## src/rtl/irq_seq_pkg.sv

```systemverilog
// Shared types and constants for the IRQ entry sequencer and PSR builders.
// The HALT state is always enumerated; its logic exists only under IRQ_HALT_WAKE_EN.
package irq_seq_pkg;

    typedef enum logic [2:0] {
        IDLE   = 3'd0,
        PEND   = 3'd1,
        SAVE   = 3'd2,
        SWITCH = 3'd3,
        BRANCH = 3'd4,
        FLUSH  = 3'd5,
        HALT   = 3'd6
    } irq_state_e;

    localparam logic [4:0]  MODE_IRQ           = 5'b10010;
    localparam int          PSR_I_BIT          = 7;
    localparam int          PSR_T_BIT          = 5;
    localparam logic [31:0] DEFAULT_IRQ_VECTOR = 32'h0000_0018;

    // An IRQ is accepted only while the request is low and the I mask is clear.
    function automatic logic irq_take(input logic n_irq, input logic [31:0] psr);
        return ~n_irq & ~psr[PSR_I_BIT];
    endfunction

endpackage

```

## src/rtl/irq_entry_sequencer_if.sv

```systemverilog
// Signal bundle between the IRQ entry sequencer, the interrupt controller,
// the register file and the fetch unit. master = sequencer side.
interface irq_entry_sequencer_if;

    logic        nIRQ;
    logic [31:0] cpsr;
    logic        instr_boundary;
    logic [31:0] next_pc;
    logic        int_pending;
    logic        halt_req;
    logic        flush_ack;

    logic        stall_core;
    logic        spsr_irq_we;
    logic [31:0] spsr_irq_wdata;
    logic        lr_irq_we;
    logic [31:0] lr_irq_wdata;
    logic        cpsr_we;
    logic [31:0] cpsr_wdata;
    logic        pc_we;
    logic [31:0] pc_wdata;
    logic        pipe_flush;
    logic        irq_taken;
    logic        cpu_halted;

    modport master (
        input  nIRQ, cpsr, instr_boundary, next_pc, int_pending, halt_req, flush_ack,
        output stall_core, spsr_irq_we, spsr_irq_wdata, lr_irq_we, lr_irq_wdata,
               cpsr_we, cpsr_wdata, pc_we, pc_wdata, pipe_flush, irq_taken, cpu_halted
    );

    modport slave (
        output nIRQ, cpsr, instr_boundary, next_pc, int_pending, halt_req, flush_ack,
        input  stall_core, spsr_irq_we, spsr_irq_wdata, lr_irq_we, lr_irq_wdata,
               cpsr_we, cpsr_wdata, pc_we, pc_wdata, pipe_flush, irq_taken, cpu_halted
    );

endinterface

```

## src/rtl/irq_psr_build.sv

```systemverilog
// Combinational IRQ-entry CPSR builder: IRQ mode, I set, T cleared, other bits kept.
module irq_psr_build
    import irq_seq_pkg::*;
(
    input  logic [31:0] cpsr,
    output logic [31:0] irq_cpsr
);

    always_comb begin
        irq_cpsr            = cpsr;
        irq_cpsr[4:0]       = MODE_IRQ;
        irq_cpsr[PSR_I_BIT] = 1'b1;
        irq_cpsr[PSR_T_BIT] = 1'b0;
    end

endmodule

```

## src/rtl/irq_entry_sequencer.sv

```systemverilog
// ARM7TDMI IRQ exception entry sequencer with optional HALT-until-interrupt
// state, compiled in when IRQ_HALT_WAKE_EN is defined.
module irq_entry_sequencer
    import irq_seq_pkg::*;
#(
    parameter logic [31:0] IRQ_VECTOR = DEFAULT_IRQ_VECTOR,
    parameter logic [31:0] LR_OFFSET  = 32'd4
)(
    input  logic                  clock,
    input  logic                  reset,
    irq_entry_sequencer_if.master bus
);

    irq_state_e  state_q, state_d;
    logic [31:0] cap_pc_q, cap_pc_d;
    logic [31:0] cap_cpsr_q, cap_cpsr_d;
    logic [31:0] irq_cpsr;
    logic        take;

    logic        stall_core_q, stall_core_d;
    logic        spsr_irq_we_q, spsr_irq_we_d;
    logic [31:0] spsr_irq_wdata_q, spsr_irq_wdata_d;
    logic        lr_irq_we_q, lr_irq_we_d;
    logic [31:0] lr_irq_wdata_q, lr_irq_wdata_d;
    logic        cpsr_we_q, cpsr_we_d;
    logic [31:0] cpsr_wdata_q, cpsr_wdata_d;
    logic        pc_we_q, pc_we_d;
    logic [31:0] pc_wdata_q, pc_wdata_d;
    logic        pipe_flush_q, pipe_flush_d;
    logic        irq_taken_q, irq_taken_d;
    logic        cpu_halted_q, cpu_halted_d;

    assign take = irq_take(bus.nIRQ, bus.cpsr);

    irq_psr_build u_psr_build (
        .cpsr     (cap_cpsr_q),
        .irq_cpsr (irq_cpsr)
    );

`ifndef IRQ_HALT_WAKE_EN
    logic unused_halt_inputs;
    assign unused_halt_inputs = bus.halt_req | bus.int_pending;
`endif

    always_comb begin
        state_d     = state_q;
        cap_pc_d    = cap_pc_q;
        cap_cpsr_d  = cap_cpsr_q;
        irq_taken_d = 1'b0;

        case (state_q)
            IDLE: begin
`ifdef IRQ_HALT_WAKE_EN
                if (bus.halt_req)
                    state_d = HALT;
                else
`endif
                if (take)
                    state_d = PEND;
            end
            // A boundary is only honoured once the core is already stalled.
            PEND: begin
                if (!take) begin
                    state_d = IDLE;
                end else if (bus.instr_boundary) begin
                    cap_pc_d   = bus.next_pc;
                    cap_cpsr_d = bus.cpsr;
                    state_d    = SAVE;
                end
            end
            SAVE:   state_d = SWITCH;
            SWITCH: state_d = BRANCH;
            BRANCH: state_d = FLUSH;
            FLUSH: begin
                if (bus.flush_ack) begin
                    state_d     = IDLE;
                    irq_taken_d = 1'b1;
                end
            end
`ifdef IRQ_HALT_WAKE_EN
            HALT: begin
                if (bus.int_pending)
                    state_d = IDLE;
            end
`endif
            default: state_d = IDLE;
        endcase

        // Outputs are registered, so they are decoded from the state being entered.
        stall_core_d     = (state_d != IDLE);
        spsr_irq_we_d    = (state_d == SAVE);
        spsr_irq_wdata_d = (state_d == SAVE) ? cap_cpsr_d : 32'h0;
        lr_irq_we_d      = (state_d == SAVE);
        lr_irq_wdata_d   = (state_d == SAVE) ? (cap_pc_d + LR_OFFSET) : 32'h0;
        cpsr_we_d        = (state_d == SWITCH);
        cpsr_wdata_d     = (state_d == SWITCH) ? irq_cpsr : 32'h0;
        pc_we_d          = (state_d == BRANCH);
        pc_wdata_d       = (state_d == BRANCH) ? IRQ_VECTOR : 32'h0;
        pipe_flush_d     = (state_d == BRANCH) || (state_d == FLUSH);
        cpu_halted_d     = (state_d == HALT);
    end

    always_ff @(posedge clock) begin
        if (reset) begin
            state_q          <= IDLE;
            cap_pc_q         <= 32'h0;
            cap_cpsr_q       <= 32'h0;
            stall_core_q     <= 1'b0;
            spsr_irq_we_q    <= 1'b0;
            spsr_irq_wdata_q <= 32'h0;
            lr_irq_we_q      <= 1'b0;
            lr_irq_wdata_q   <= 32'h0;
            cpsr_we_q        <= 1'b0;
            cpsr_wdata_q     <= 32'h0;
            pc_we_q          <= 1'b0;
            pc_wdata_q       <= 32'h0;
            pipe_flush_q     <= 1'b0;
            irq_taken_q      <= 1'b0;
            cpu_halted_q     <= 1'b0;
        end else begin
            state_q          <= state_d;
            cap_pc_q         <= cap_pc_d;
            cap_cpsr_q       <= cap_cpsr_d;
            stall_core_q     <= stall_core_d;
            spsr_irq_we_q    <= spsr_irq_we_d;
            spsr_irq_wdata_q <= spsr_irq_wdata_d;
            lr_irq_we_q      <= lr_irq_we_d;
            lr_irq_wdata_q   <= lr_irq_wdata_d;
            cpsr_we_q        <= cpsr_we_d;
            cpsr_wdata_q     <= cpsr_wdata_d;
            pc_we_q          <= pc_we_d;
            pc_wdata_q       <= pc_wdata_d;
            pipe_flush_q     <= pipe_flush_d;
            irq_taken_q      <= irq_taken_d;
            cpu_halted_q     <= cpu_halted_d;
        end
    end

    assign bus.stall_core     = stall_core_q;
    assign bus.spsr_irq_we    = spsr_irq_we_q;
    assign bus.spsr_irq_wdata = spsr_irq_wdata_q;
    assign bus.lr_irq_we      = lr_irq_we_q;
    assign bus.lr_irq_wdata   = lr_irq_wdata_q;
    assign bus.cpsr_we        = cpsr_we_q;
    assign bus.cpsr_wdata     = cpsr_wdata_q;
    assign bus.pc_we          = pc_we_q;
    assign bus.pc_wdata       = pc_wdata_q;
    assign bus.pipe_flush     = pipe_flush_q;
    assign bus.irq_taken      = irq_taken_q;
    assign bus.cpu_halted     = cpu_halted_q;

endmodule

```

## src/flat_wrapper.sv

```systemverilog
// flat-port wrapper written by rule: the top's interface ports become plain ports
module irq_entry_sequencer_flat import irq_seq_pkg::*;
#(
    parameter logic [31:0] IRQ_VECTOR = DEFAULT_IRQ_VECTOR,
    parameter logic [31:0] LR_OFFSET  = 32'd4
)
  (clock, reset, bus_nIRQ, bus_cpsr, bus_instr_boundary, bus_next_pc, bus_int_pending, bus_halt_req, bus_flush_ack, bus_stall_core, bus_spsr_irq_we, bus_spsr_irq_wdata, bus_lr_irq_we, bus_lr_irq_wdata, bus_cpsr_we, bus_cpsr_wdata, bus_pc_we, bus_pc_wdata, bus_pipe_flush, bus_irq_taken, bus_cpu_halted);
  irq_entry_sequencer_if bus_i ();
  input  logic clock;
  input  logic reset;
  input wire logic [$bits(bus_i.nIRQ)-1:0] bus_nIRQ;
  input wire logic [$bits(bus_i.cpsr)-1:0] bus_cpsr;
  input wire logic [$bits(bus_i.instr_boundary)-1:0] bus_instr_boundary;
  input wire logic [$bits(bus_i.next_pc)-1:0] bus_next_pc;
  input wire logic [$bits(bus_i.int_pending)-1:0] bus_int_pending;
  input wire logic [$bits(bus_i.halt_req)-1:0] bus_halt_req;
  input wire logic [$bits(bus_i.flush_ack)-1:0] bus_flush_ack;
  output wire logic [$bits(bus_i.stall_core)-1:0] bus_stall_core;
  output wire logic [$bits(bus_i.spsr_irq_we)-1:0] bus_spsr_irq_we;
  output wire logic [$bits(bus_i.spsr_irq_wdata)-1:0] bus_spsr_irq_wdata;
  output wire logic [$bits(bus_i.lr_irq_we)-1:0] bus_lr_irq_we;
  output wire logic [$bits(bus_i.lr_irq_wdata)-1:0] bus_lr_irq_wdata;
  output wire logic [$bits(bus_i.cpsr_we)-1:0] bus_cpsr_we;
  output wire logic [$bits(bus_i.cpsr_wdata)-1:0] bus_cpsr_wdata;
  output wire logic [$bits(bus_i.pc_we)-1:0] bus_pc_we;
  output wire logic [$bits(bus_i.pc_wdata)-1:0] bus_pc_wdata;
  output wire logic [$bits(bus_i.pipe_flush)-1:0] bus_pipe_flush;
  output wire logic [$bits(bus_i.irq_taken)-1:0] bus_irq_taken;
  output wire logic [$bits(bus_i.cpu_halted)-1:0] bus_cpu_halted;
  assign bus_i.nIRQ = bus_nIRQ;
  assign bus_i.cpsr = bus_cpsr;
  assign bus_i.instr_boundary = bus_instr_boundary;
  assign bus_i.next_pc = bus_next_pc;
  assign bus_i.int_pending = bus_int_pending;
  assign bus_i.halt_req = bus_halt_req;
  assign bus_i.flush_ack = bus_flush_ack;
  assign bus_stall_core = bus_i.stall_core;
  assign bus_spsr_irq_we = bus_i.spsr_irq_we;
  assign bus_spsr_irq_wdata = bus_i.spsr_irq_wdata;
  assign bus_lr_irq_we = bus_i.lr_irq_we;
  assign bus_lr_irq_wdata = bus_i.lr_irq_wdata;
  assign bus_cpsr_we = bus_i.cpsr_we;
  assign bus_cpsr_wdata = bus_i.cpsr_wdata;
  assign bus_pc_we = bus_i.pc_we;
  assign bus_pc_wdata = bus_i.pc_wdata;
  assign bus_pipe_flush = bus_i.pipe_flush;
  assign bus_irq_taken = bus_i.irq_taken;
  assign bus_cpu_halted = bus_i.cpu_halted;
  irq_entry_sequencer #(.IRQ_VECTOR(IRQ_VECTOR), .LR_OFFSET(LR_OFFSET)) u_core (.clock(clock), .reset(reset), .bus(bus_i));
endmodule
```

## config.mk

```make
export PLATFORM = sky130hd
export DESIGN_NAME = irq_entry_sequencer_flat
export DESIGN_NICKNAME = d
export VERILOG_FILES = /design/src/rtl/irq_seq_pkg.sv /design/src/rtl/irq_entry_sequencer_if.sv /design/src/rtl/irq_psr_build.sv /design/src/rtl/irq_entry_sequencer.sv /design/src/flat_wrapper.sv
export SDC_FILE = /design/constraint.sdc
export NUM_CORES = 1
export LEC_CHECK = 0
export BUFFER_PORTS_ARGS = -buffer_cell sky130_fd_sc_hd__clkbuf_2
export CELL_PAD_IN_SITES_DETAIL_PLACEMENT = 0
export CELL_PAD_IN_SITES_GLOBAL_PLACEMENT = 1
export CORE_ASPECT_RATIO = 0.5
export CORE_MARGIN = 5
export CORE_UTILIZATION = 40
export DETAILED_ROUTE_END_ITERATION = 8
export PLACE_DENSITY_LB_ADDON = 0.12
export SYNTH_ARGS = -nofsm -noshare
export SYNTH_HDL_FRONTEND = slang
export SYNTH_SLANG_ARGS = --single-unit
```

## constraint.sdc

```tcl
create_clock -name clock -period 6.5 [get_ports clock]
set_input_delay 1.3 -clock clock [delete_from_list [all_inputs] [get_ports clock]]
set_output_delay 1.3 -clock clock [all_outputs]
set_load 0.01 [all_outputs]
```

# Yosys cells after proc, flatten, opt, wreduce, memory -nomap -nowiden
# Index checks and enable logic that the tools add are counted.
[word_totals]
input_bits = 71
register_bits = 202
out_inout_bits = 136
word_cells = 52
[op_classes]
addsub = 1
reduce_logical = 6
bitwise = 6
n_mux = 14
n_eq_ne = 10
[op_table]
columns = ["cell", "n"]
rows = [
  ["2-to-1 mux 32 bit", 6],
  ["adder 32 x 3 -> 32 bit (second input constant)", 1],
  ["one-hot mux 3 bit (6 select lines)", 1],
  ["== test 3 bit (second input constant)", 5],
  ["== test 3 x 2 -> 1 bit (second input constant)", 4],
  ["2-to-1 mux 3 bit", 4],
  ["2-to-1 mux 8 bit", 1],
  ["OR reduction 2 bit", 3],
  ["2-to-1 mux 5 bit", 1],
  ["inverter 1 bit", 5],
  ["== test 3 x 1 -> 1 bit (second input constant)", 1],
  ["zero test 3 bit", 1],
  ["nonzero test 3 bit", 1],
  ["AND 1 bit", 1],
  ["logical OR 1 bit", 1],
  ["2-to-1 mux 1 bit", 1],
]

# Depth between registers and ports, before layout
[depth]
depth_word = 7
mapped_depth = 14

# Cells and area by module
# From an unflattened synthesis, not the netlist that was laid out.
[unflattened]
hier_cells = 672
area_unflattened_um2 = 6575.1
[modules_own_cells]
columns = ["module", "cells_each", "area_per_inst_um2", "n_inst", "seq_area_each_um2"]
rows = [
  ["irq_entry_sequencer", 638, 6327.3, 1, 3403.3],
  ["irq_psr_build", 34, 247.7, 1, 0.0],
]

# Worst setup path after synthesis
# OpenSTA, ideal clock, no wires.
[synth_timing]
kind = "input to register"
startpoint = "input bus_cpsr[7]"
endpoint = "register u_core.lr_irq_wdata_q[26], in the netlist u_core.bus.lr_irq_wdata[26]"
required_time_ns = 6.422
setup_time_ns = 0.078
setup_slack_ns = 2.754
n_path_buf = 5
arrival_time_ns = 3.668
path_stages = 14
path_cell_list = "or2_1 clkbuf_1 nor2_4 buf_6 buf_6 buf_4 buf_4 nand2_1 nand2_1 ha_1 o221a_2 o221ai_2 o31a_1 nor3_1"
[synth_between]
elab_cells_between_ends = 11
classes_between = "add/sub: 1; eq/ne: 1; mux: 5; bitwise: 3; reduce/logical: 1"
[synth_lines]
columns = ["element", "line_no", "text"]
rows = [
  ["start, declared", "flat_wrapper.sv:12", "input wire logic [$bits(bus_i.cpsr)-1:0] bus_cpsr;"],
  ["inverter 1 bit", "irq_seq_pkg.sv:22", "return ~n_irq & ~psr[PSR_I_BIT];"],
  ["AND 1 bit", "irq_seq_pkg.sv:22", ""],
  ["2-to-1 mux 32 bit", "irq_entry_sequencer.sv:63", "if (!take) begin"],
  ["2-to-1 mux 32 bit", "irq_entry_sequencer.sv:51", "case (state_q)"],
  ["named net u_core.cap_pc_d[3]", "irq_entry_sequencer.sv:15", "logic [31:0] cap_pc_q, cap_pc_d;"],
  ["adder 32 x 3 -> 32 bit", "irq_entry_sequencer.sv:94", "lr_irq_wdata_d = (state_d == SAVE) ? (cap_pc_d + LR_OFFSET) : 32'h0;"],
  ["end signal, assigned", "irq_entry_sequencer.sv:128", "lr_irq_wdata_q <= lr_irq_wdata_d;"],
  ["end, declared", "irq_entry_sequencer.sv:24", "logic [31:0] lr_irq_wdata_q, lr_irq_wdata_d;"],
]
# The timed path passes the listed nets, and every way through them passes these cells.
# A chain may end at the register's enable or synchronous reset.

# Final worst setup path
[layout_timing]
startpoint = "input bus_instr_boundary"
endpoint = "register u_core.lr_irq_wdata_q[25], in the netlist u_core.bus.lr_irq_wdata[25]"
[layout_between]
elab_chain_len = 6
elab_cells_between_ends = 10
classes_between = "add/sub: 1; eq/ne: 1; mux: 6; bitwise: 1; reduce/logical: 1"
[layout_lines]
columns = ["element", "line_no", "text"]
rows = [
  ["start, declared", "flat_wrapper.sv:13", "input wire logic [$bits(bus_i.instr_boundary)-1:0] bus_instr_boundary;"],
  ["parallel branches: the longest is 6 deep, another holds adder 32 x 3 -> 32 bit", "n/a", ""],
]
# Several ways; the timed one is not identified.

==> out/results.tsv <==
stage	metric	value	unit
global_routing	total global-route track usage	0.166	
clock_tree	H-tree levels	4	
detailed_routing	wire per inst	14.9	um
timing	fin crit period	3.72	ns
synth	Async SR Flop Fraction	0	
global_routing	pin count of the biggest net entering global routing	69	
synth	Mapped Cells	626	
synth	synthesized cell area	6150	um^2
timing	Fmax achieved	269	MHz
timing	Worst Max-Slew Pin Slew	0.828	ns
detailed_routing	drt drc	0	
floorplan	die width	185	um
worst_setup_path	CP required	6.78	ns
clock_tree	CTS clk-pin slew, worst paths	0.07	ns
power	switching share of power	0.234	
floorplan	num rows	32	
timing	setup violators final	0	
floorplan	Die Y	97.7	um
timing	Final period util	0.573	
clock_tree	Sink Count	162	
floorplan	io pins	207	
timing	setup TNS	0	ns
run_status	outcome	completed	
power	Clk pwr share	0.476	
detailed_routing	drt total wl	15000	um
synth	syn_area_per_cell	9.83	um^2
global_routing	vias in the first global route	4786	
synth	Yosys cell types	57	
global_routing	first-pass GRT wire length	23900	um
synth	Top FF cell, synth	dfxtp_1	
timing	endpoints failing hold	0	
cells_and_area	share of post-route cells with drive strength above 1	0.285	
flow_run	Max Cap Viol	0	
worst_hold_path	Hold Path Class	register to register	
synth	yosys warns	0	
detailed_routing	drt first pass iters	4	
detailed_routing	Vias	4706	
power	VDD IR max	0.000173	V
detailed_routing	1st-iter DRT viols	162	
global_routing	initial antenna violation count	0	
synth	Seq/Total Area, Yosys	0.527	
timing	Slew headroom	0.448	
detailed_routing	via density per instance	4.69	
timing	Fin Clk Skew	0.00832	ns
worst_setup_path	Crit Path Max Fanout	59	
power	pwr dens	271	nW/um^2
placed_design	hpwl dp	10400	um
global_routing	grt ovf	0	
floorplan	core area	15300	um^2
cells_and_area	final net count	859	
synth	number of synthesized register bits	162	
floorplan	die area	18100	um^2
synth	EDFF count, synth	0	
floorplan	Starting Density	0.403	
placed_design	Port-buffer cells	170	
cells_and_area	Ant. Diodes	0	
worst_setup_path	Setup crit start kind	input pin	
timing	RSZ-0062 raised after global routing	no	
power	Leak	3.16	nW
timing	Slew Viols, Final	0	
worst_setup_path	WS Path Type	input pin to register	
power	Seq pwr share	0.488	
clock_tree	postcts setup bufs	0	
clock_tree	CTS tree	yes	
clock_tree	Max Buffers Root-to-Sink	2	
power	sw power	0.000479	W
cells_and_area	fin area	7560	um^2
worst_setup_path	Crit. End Element	register	
placed_design	placed instance area	6990	um^2
worst_setup_path	CP arrival	4.00	ns
placed_design	RePlAce Congestion	0.757	
clock_tree	worst-skew pair later-pin latency	0.42	ns
clock_tree	root buffer cell	clkbuf_16	
cells_and_area	Filler Cell Count	1481	
clock_tree	# hold bufs at CTS	0	
power	Int Pwr	0.00157	W
clock_tree	CTS buffer count	17	
clock_tree	CTS-repair resized insts	0	
power	Comb pwr share	0.036	
detailed_routing	ANT nets after route	0	
cells_and_area	Final Core Density	0.495	
cells_and_area	area growth from synthesis to layout	22.8	%
critical path: stages:
cell,delay (ns)
clkbuf_2,0.10
nand4bb_1,0.40
nor2_4,0.23
buf_4,0.69
a41oi_2,0.56
a2111oi_4,0.47
xor2_1,0.20
nor2_1,0.06
synth_stat cells, drive strengths merged (8+ instances only):
| cell type | instances | area, um^2 |
|---|---|---|
| a21oi | 13 | 68.8 |
| and3 | 9 | 56.3 |
| o21ai | 12 | 60.1 |
| a211oi | 8 | 65.1 |
| nand3 | 14 | 70.1 |
| and2 | 30 | 188 |
| clkbuf | 18 | 67.6 |
| buf | 50 | 373 |
| dfxtp | 162 | 3240 |
| nand2 | 34 | 130 |
| xor2 | 11 | 96.3 |
| mux2i | 56 | 561 |
| nor2 | 126 | 483 |
| nor3 | 13 | 65.1 |
| nand4 | 12 | 75.1 |
kinds of logic after synthesis:
kind of cell | synth area share
adders and majority gates | 0.00203
other | 0.000609
xor gates and xnor gates | 0.0213
AOI/OAI and AO/OA | 0.0726
muxes | 0.0948
DFF | 0.527
and+or+nand+nor | 0.207
buffers and inverters | 0.0746
power by group through the flow:
| stage | logic, W | registers, W | clock network (W) |
|---|---|---|---|
| 2_1_floorplan | 0.0000507 | 0.00102 | 0 |
| 3_3_place_gp | 0.0000729 | 0.00102 | 0 |
| 3_5_place_dp | 0.0000729 | 0.00102 | 0 |
| 4_1_cts | 0.0000733 | 0.00100 | 0.00100 |
| 5_1_grt | 0.0000815 | 0.00100 | 0.00105 |
| 6_report | 0.0000733 | 0.00100 | 0.000975 |
path summary, 6_finish.rpt:
| path | from | to | slack, ns | cells past startpoint |
|---|---|---|---|---|
| setup reg to reg | u_core.state_q[1]$_SDFF_PP0_ | u_core.bus.lr_irq_wdata[25]$_SDFF_PP0_ | 3.31 | 7 |
| hold / removal | u_core.cap_cpsr_q[13]$_SDFF_PP0_ | u_core.bus.cpsr_wdata[13]$_SDFF_PP0_ | 0.45 | 1 |
| hold reg to reg | u_core.cap_cpsr_q[13]$_SDFF_PP0_ | u_core.bus.cpsr_wdata[13]$_SDFF_PP0_ | 0.45 | 1 |
| setup / recovery | bus_instr_boundary | u_core.bus.lr_irq_wdata[25]$_SDFF_PP0_ | 2.78 | 8 |
layout make-up:
class / count / area (um^2) / share of cell area
Clock buffer: 19 / 443 / 0.0586
Clock inverter: 12 / 125 / 0.0166
Inverter: 5 / 18.8 / 0.00248
Multi-Input combinational cell: 426 / 2580 / 0.342
Sequential cell: 162 / 3240 / 0.429
Tap cell: 204 / 255 / 0.0338
Timing Repair Buffer: 175 / 888 / 0.118
routing by layer:
layer	GRT usage	up-vias	part of all wire
met5	0	-	0
met2	0.270	129	0.47
met3	0.0696	12	0.086
li1	-	2361	-
met4	0.0462	0	0.0091
met1	0.203	2204	0.44
state kept, by name, summed over array words and instances (netlist names), 3 cells and up:
signal / flops
u_core.bus.lr_irq_wdata: 32
u_core.bus.spsr_irq_wdata: 32
u_core.cap_pc_q: 32
u_core.cap_cpsr_q: 31
u_core.bus.cpsr_wdata: 26
u_core.state_q: 3
placed cells by master, fill, tap and decap left out, drive strengths merged, types with 9 or more instances in the layout:
cell type  Yosys  layout
clkbuf        18     189
dfxtp        162     162
nor2         126     126
mux2i         56      56
conb           1      36
nand2         34      34
and2          30      30
nand3         14      14
nor3          13      13
a21oi         13      13
o21ai         12      12
nand4         12      12
xor2          11      11
inv            5      11
and3           9       9
per-stage QoR:
step | power [W] | setup WS [ns] | instances | hold WS [ns]
6_report | 0.00205 | 2.78 | 1003 | 0.452
5_1_grt | 0.00213 | 2.57 | 1003 | 0.464
4_1_cts | 0.00207 | 2.76 | 1003 | 0.449
3_5_place_dp | 0.00110 | 2.30 | 972 | 0.438
3_3_place_gp | 0.00110 | 2.33 | 972 | 0.436
2_1_floorplan | 0.00107 | 2.75 | 661 | 0.429
(Power assumes the default switching activity.)
